--- src/rtl/alu_cmd_sequencer.sv ---
// alu_cmd_sequencer: accepts register-addressed commands, issues them to an external ALU,
// writes results back to an 8x16 register file and returns a response. Define ALU_MUL_EN to allow opcode 001.
module alu_cmd_sequencer #(
  parameter int ALU_LAT = 0,
  parameter int NREGS   = 8
) (
  input  logic        clk,
  input  logic        rst_n,
  input  logic        cmd_valid,
  output logic        cmd_ready,
  input  logic [2:0]  cmd_op,
  input  logic [2:0]  cmd_srca,
  input  logic [2:0]  cmd_srcb,
  input  logic [2:0]  cmd_dst,
  output logic        rsp_valid,
  input  logic        rsp_ready,
  output logic [15:0] rsp_result,
  output logic [1:0]  rsp_ovf,
  output logic        rsp_err,
  output logic [15:0] alu_a,
  output logic [15:0] alu_b,
  output logic [2:0]  alu_op,
  input  logic [15:0] alu_result,
  input  logic [1:0]  alu_ovf,
  input  logic        wr_en,
  input  logic [2:0]  wr_addr,
  input  logic [15:0] wr_data,
  input  logic [2:0]  rd_addr,
  output logic [15:0] rd_data,
  output logic [15:0] ops_done
);

  typedef enum logic [1:0] {S_IDLE, S_ISSUE, S_RESP} state_e;

  localparam logic [2:0] OP_MUL   = 3'b001;
  localparam logic [2:0] OP_NOT   = 3'b110;
  localparam logic [2:0] OP_ILL   = 3'b111;
  localparam logic [2:0] LAST_CNT = 3'(ALU_LAT);

  state_e      r_state;
  state_e      w_next;
  logic [15:0] r_regs [NREGS];
  logic [2:0]  r_op;
  logic [2:0]  r_dst;
  logic [2:0]  r_cnt;
  logic [15:0] r_a;
  logic [15:0] r_b;
  logic [15:0] r_rsp_result;
  logic [1:0]  r_rsp_ovf;
  logic        r_rsp_err;
  logic [15:0] r_ops_done;
  logic        w_accept;
  logic        w_illegal;
  logic        w_final;

  always_comb begin
`ifdef ALU_MUL_EN
    w_illegal = (cmd_op == OP_ILL);
`else
    w_illegal = (cmd_op == OP_ILL) || (cmd_op == OP_MUL);
`endif
  end

  // Accept is decoded from state directly so the ready output never feeds back into itself.
  assign w_accept = (r_state == S_IDLE) && cmd_valid;
  assign w_final  = (r_state == S_ISSUE) && (r_cnt == LAST_CNT);

  always_ff @(posedge clk) begin
    if (!rst_n) r_state <= S_IDLE;
    else        r_state <= w_next;
  end

  // NOTE: every output of this block gets a default first, so no path can infer a latch.
  always_comb begin
    w_next    = r_state;
    cmd_ready = 1'b0;
    rsp_valid = 1'b0;
    alu_op    = 3'b000;
    alu_a     = '0;
    alu_b     = '0;
    unique case (r_state)
      S_IDLE: begin
        cmd_ready = rst_n;
        if (cmd_valid) w_next = w_illegal ? S_RESP : S_ISSUE;
      end
      S_ISSUE: begin
        alu_op = r_op;
        alu_a  = r_a;
        alu_b  = r_b;
        if (r_cnt == LAST_CNT) w_next = S_RESP;
      end
      S_RESP: begin
        rsp_valid = 1'b1;
        if (rsp_ready) w_next = S_IDLE;
      end
      default: w_next = S_IDLE;
    endcase
  end

  // NOTE: sequential state uses non-blocking assignments so every read sees pre-edge values;
  // that is what makes operand snapshots ignore a same-edge preload.
  always_ff @(posedge clk) begin
    if (!rst_n) begin
      // NOTE: the register file is reset explicitly because reset must clear its contents.
      for (int i = 0; i < NREGS; i++) r_regs[i] <= '0;
      r_op         <= '0;
      r_dst        <= '0;
      r_cnt        <= '0;
      r_a          <= '0;
      r_b          <= '0;
      r_rsp_result <= '0;
      r_rsp_ovf    <= '0;
      r_rsp_err    <= 1'b0;
      r_ops_done   <= '0;
    end else begin
      if (wr_en) r_regs[wr_addr] <= wr_data;
      if (w_accept) begin
        r_op  <= cmd_op;
        r_dst <= cmd_dst;
        r_a   <= r_regs[cmd_srca];
        r_b   <= (cmd_op == OP_NOT) ? '0 : r_regs[cmd_srcb];
        r_cnt <= '0;
        if (w_illegal) begin
          r_rsp_result <= '0;
          r_rsp_ovf    <= '0;
          r_rsp_err    <= 1'b1;
        end
      end
      if (w_final) begin
        // Placed after the preload write so the writeback wins on an address collision.
        r_regs[r_dst] <= alu_result;
        r_rsp_result  <= alu_result;
        r_rsp_ovf     <= alu_ovf;
        r_rsp_err     <= 1'b0;
        r_ops_done    <= r_ops_done + 16'd1;
      end else if (r_state == S_ISSUE) begin
        r_cnt <= r_cnt + 3'd1;
      end
    end
  end

  assign rsp_result = r_rsp_result;
  assign rsp_ovf    = r_rsp_ovf;
  assign rsp_err    = r_rsp_err;
  assign ops_done   = r_ops_done;
  assign rd_data    = r_regs[rd_addr];

endmodule
--- config.mk ---
export PLATFORM = sky130hd
export DESIGN_NAME = alu_cmd_sequencer
export DESIGN_NICKNAME = d
export VERILOG_FILES = /design/src/rtl/alu_cmd_sequencer.sv
export SDC_FILE = /design/constraint.sdc
export NUM_CORES = 1
export LEC_CHECK = 0
export BUFFER_PORTS_ARGS = -buffer_cell sky130_fd_sc_hd__buf_2
export CAP_MARGIN = 0
export CORE_ASPECT_RATIO = 2
export CORE_MARGIN = 2
export CORE_UTILIZATION = 40
export CTS_BUF_LIST = sky130_fd_sc_hd__clkbuf_4
export DETAILED_ROUTE_END_ITERATION = 10
export PLACE_DENSITY = 0.57
export SLEW_MARGIN = 30
export SYNTH_ARGS = -nofsm -noshare
export SYNTH_HDL_FRONTEND = slang
export SYNTH_SLANG_ARGS = --single-unit
--- constraint.sdc ---
create_clock -name clk -period 7.05 [get_ports clk]
set_input_delay 2.115 -clock clk [delete_from_list [all_inputs] [get_ports clk]]
set_output_delay 2.115 -clock clk [all_outputs]
set_load 0.02 [all_outputs]
==> results.txt <==
number of routed nets with antenna violations: 0
starting utilization of the core area: 40.6%
area share of fa/ha/maj cells after synthesis: 0.320%
WP data required: 4.93 ns
largest net degree at the start of global routing: 60
complex-gate fraction of the synthesized area: 12.0%
area share of xor/xnor cells in the synthesized design: 0.748%
total power per unit cell area: 209 nW/um2
total of buffers placed on input and output ports: 144
overall routing resource usage: 22.2%
clock network power share: 35.9%
class of the worst hold path: flip-flop to flip-flop
result of the run: complete, no violations
total core area: 28800 um2
clock transition time at the flip-flop clock pins of the worst setup and hold paths: 0.06 ns
first-iteration detailed-routing DRC count: 715
type of the worst setup path: primary input to output pin
TritonCTS clock tree: built
final core occ: 46.2%
critical path endpoint category: output pin
final slew viol count: 0
number of global-route vias before repair: 9253
Slew @ Worst Pin: 0.945 ns
number of buffers added for setup after CTS: 0
Clock Root Buffer: clkbuf_4
CTS buffer count: 49
largest family of logic cells by synthesized area: multiplexers
internal power: 0.00200 W
setup repair after global routing missed its margin: false
Syn Inst Count: 1161
beginning of the worst register-to-register path: r_cnt[0]
post-synthesis to final-layout area growth: 13.9%
leakage power summed over all cells: 4.93 nW
GPL Wtd Cong: 0.884
Hold WS: 0.446 ns
part of the Yosys area used for sequential elements: 46.1%
Vert. Die Dim: 246 um
VDD IR max: 0.108 mV
MaxCap Viol Count: 0
sequential group share of total power: 50.2%
Syn Area/Cell: 10.1 um2
nets: 1321
min cycle time layout: 5.91 ns
worst skew pair latency: 0.75 ns
fmax: 169 MHz
CP Launch Point: rd_addr[0]
overall die area: 30800 um2
1st-pass router iterations: 5
finished layout cell area: 13300 um2
post-place instance area: 12700 um2
Rows: 88
ports placed on the boundary: 145
Simple-Gate Fraction of Synth Area: 16.6%
floorplan die width: 125 um
number of register bits inferred by synthesis: 206
share of layout cells above drive strength 1: 28.0%
number of gates resized after cts: 0
count of vias placed by the detailed router: 9314
cell area after synthesis: 11700 um2
number of sinks on the clock net: 206
clock skew after layout: 0.0626 ns
switching share of total power: 28.2%
synth unique cells: 44
Psw: 0.000788 W
relative slew slack: 36.8%
total power of the final layout: 0.00279 W
number of setup violations in the final report: 0
global route total overflow: 0
antenna violations before repair: 2
average routed wire per standard cell: 20.5 um
hold bufs inserted after CTS: 0
DRC viols: 0
multiplexer share of the synthesized area: 19.8%
Worst Path Max Fanout: 32
number of warnings reported in the yosys synthesis log: 0
startpoint class of the critical path: primary input
Max clock buf depth: 3
Post-Route Setup TNS: 0 ns
nets in the synthesized netlist: 1221
depth of the CTS H-tree: 2
combinational group share of total power: 14.0%
HPWL reported at the end of detailed placement: 25600 um
data arrival at the endpoint of the critical path: 3.80 ns
global-route wire length before repair: 53300 um
source of the worst hold timing path: r_b[5]
detail-routed via count per cell: 5.60
final period utilization: 83.9%
final hold violation count: 0
Detailed Route WL: 34000 um
## synthesized netlist by cell type (all sizes together)
cell type | count | share of area, %
nand4bb | 1 | 0.096
or3 | 12 | 0.64
nor3b | 5 | 0.32
nor4 | 10 | 0.59
o22ai | 16 | 0.85
nand3b | 1 | 0.064
and3 | 2 | 0.11
a31oi | 1 | 0.11
edfxtp | 128 | 33
nand3 | 8 | 0.34
clkbuf | 88 | 2.8
nor2b | 5 | 0.27
nor3 | 7 | 0.30
mux4 | 81 | 16
nor2 | 42 | 1.3
nand2 | 290 | 9.3
dfxtp | 78 | 13
nand4 | 3 | 0.16
ha | 3 | 0.32
inv | 10 | 0.32
xor2 | 3 | 0.22
a21oi | 23 | 0.98
a32oi | 7 | 0.52
o211ai | 10 | 0.64
nand2b | 10 | 0.53
or3b | 1 | 0.075
a22o | 18 | 1.3
o31ai | 4 | 0.26
or4 | 5 | 0.32
mux2i | 30 | 2.6
and4bb | 1 | 0.11
or2 | 2 | 0.11
buf | 33 | 1.2
a22oi | 16 | 1.0
o21ai | 146 | 6.2
o21a | 1 | 0.064
xnor2 | 7 | 0.52
and2 | 36 | 1.9
mux2 | 17 | 1.6
## routing by layer
layer / wire, um / up-vias / track usage, %
met5: 9 / - / 0
met4: 1030 / 2 / 8.56
met3: 1980 / 71 / 3.80
met2: 18100 / 335 / 41.0
met1: 12900 / 4467 / 25.3
li1: - / 4439 / -
## worst max-delay path, stage by stage
cell    delay, ns
buf_2        0.07
buf_4        0.49
mux4_2       0.59
mux2_2       0.32
buf_2        0.17
## placed cells by master (no fill, tap or decap), types with 16 or more instances in the layout
cell type,count
nand2_1,290
o21ai_0,144
buf_2,144
edfxtp_1,128
mux4_2,81
dfxtp_1,78
clkbuf_4,69
nor2_1,42
and2_1,36
mux2i_1,30
buf_4,26
a21oi_1,23
a22o_1,18
mux2_2,17
a22oi_1,16
o22ai_1,16
## path summary, 6_finish.rpt
check                 endpoint  slack, ns  cells past startpoint
setup / recovery   rd_data[10]       1.14                      5
hold / removal          r_b[5]       0.45                      2
setup reg to reg  r_regs[3][2]       4.44                      7
hold reg to reg         r_b[5]       0.45                      2
## stage by stage
step                      instances  worst slack [ns]
after floorplan                1161              1.46
final                          1662              1.14
after detailed placement       1570              1.11
after global placement         1570              1.16
after global routing           1662              1.03
after CTS                      1661              1.11
## state kept, by name, indices dropped and copies added (netlist names)
| name | flops |
|---|---|
| r_regs | 128 |
| ops_done | 16 |
| r_a | 16 |
| r_b | 16 |
| rsp_result | 16 |
| r_cnt | 3 |
| r_dst | 3 |
| r_op | 3 |
| r_state | 2 |
| rsp_ovf | 2 |
| rsp_err | 1 |
## power groups by stage
stage | sequential [W] | combinational (W) | clock (W)
floorplan | 0.00141 | 0.000276 | 0
global placement | 0.00142 | 0.000388 | 0
detailed placement | 0.00143 | 0.000392 | 0
CTS | 0.00140 | 0.000394 | 0.00104
global route | 0.00141 | 0.000422 | 0.00110
finish | 0.00140 | 0.000390 | 0.00100
## kinds of logic (layout without fill, tap and decap cells)
group,after synthesis,after routing
adders and majority gates,3,3
and+or+nand+nor,441,441
muxes,128,128
buffers and inverters,131,271
AOI/OAI and AO/OA,242,242
DFF,206,206
xor gates and xnor gates,10,10
other,0,1
## final cells by class
class / instances / area, um2
Fill cell: 2785 / 15500
Multi-Input combinational cell: 824 / 5880
Sequential cell: 206 / 5410
Timing Repair Buffer: 170 / 916
Clock buffer: 69 / 518
Tap cell: 360 / 450
Clock inverter: 22 / 123
Inverter: 10 / 37.5
Antenna cell: 1 / 2.50
No activity file was read; power rests on OpenSTA's default activity.
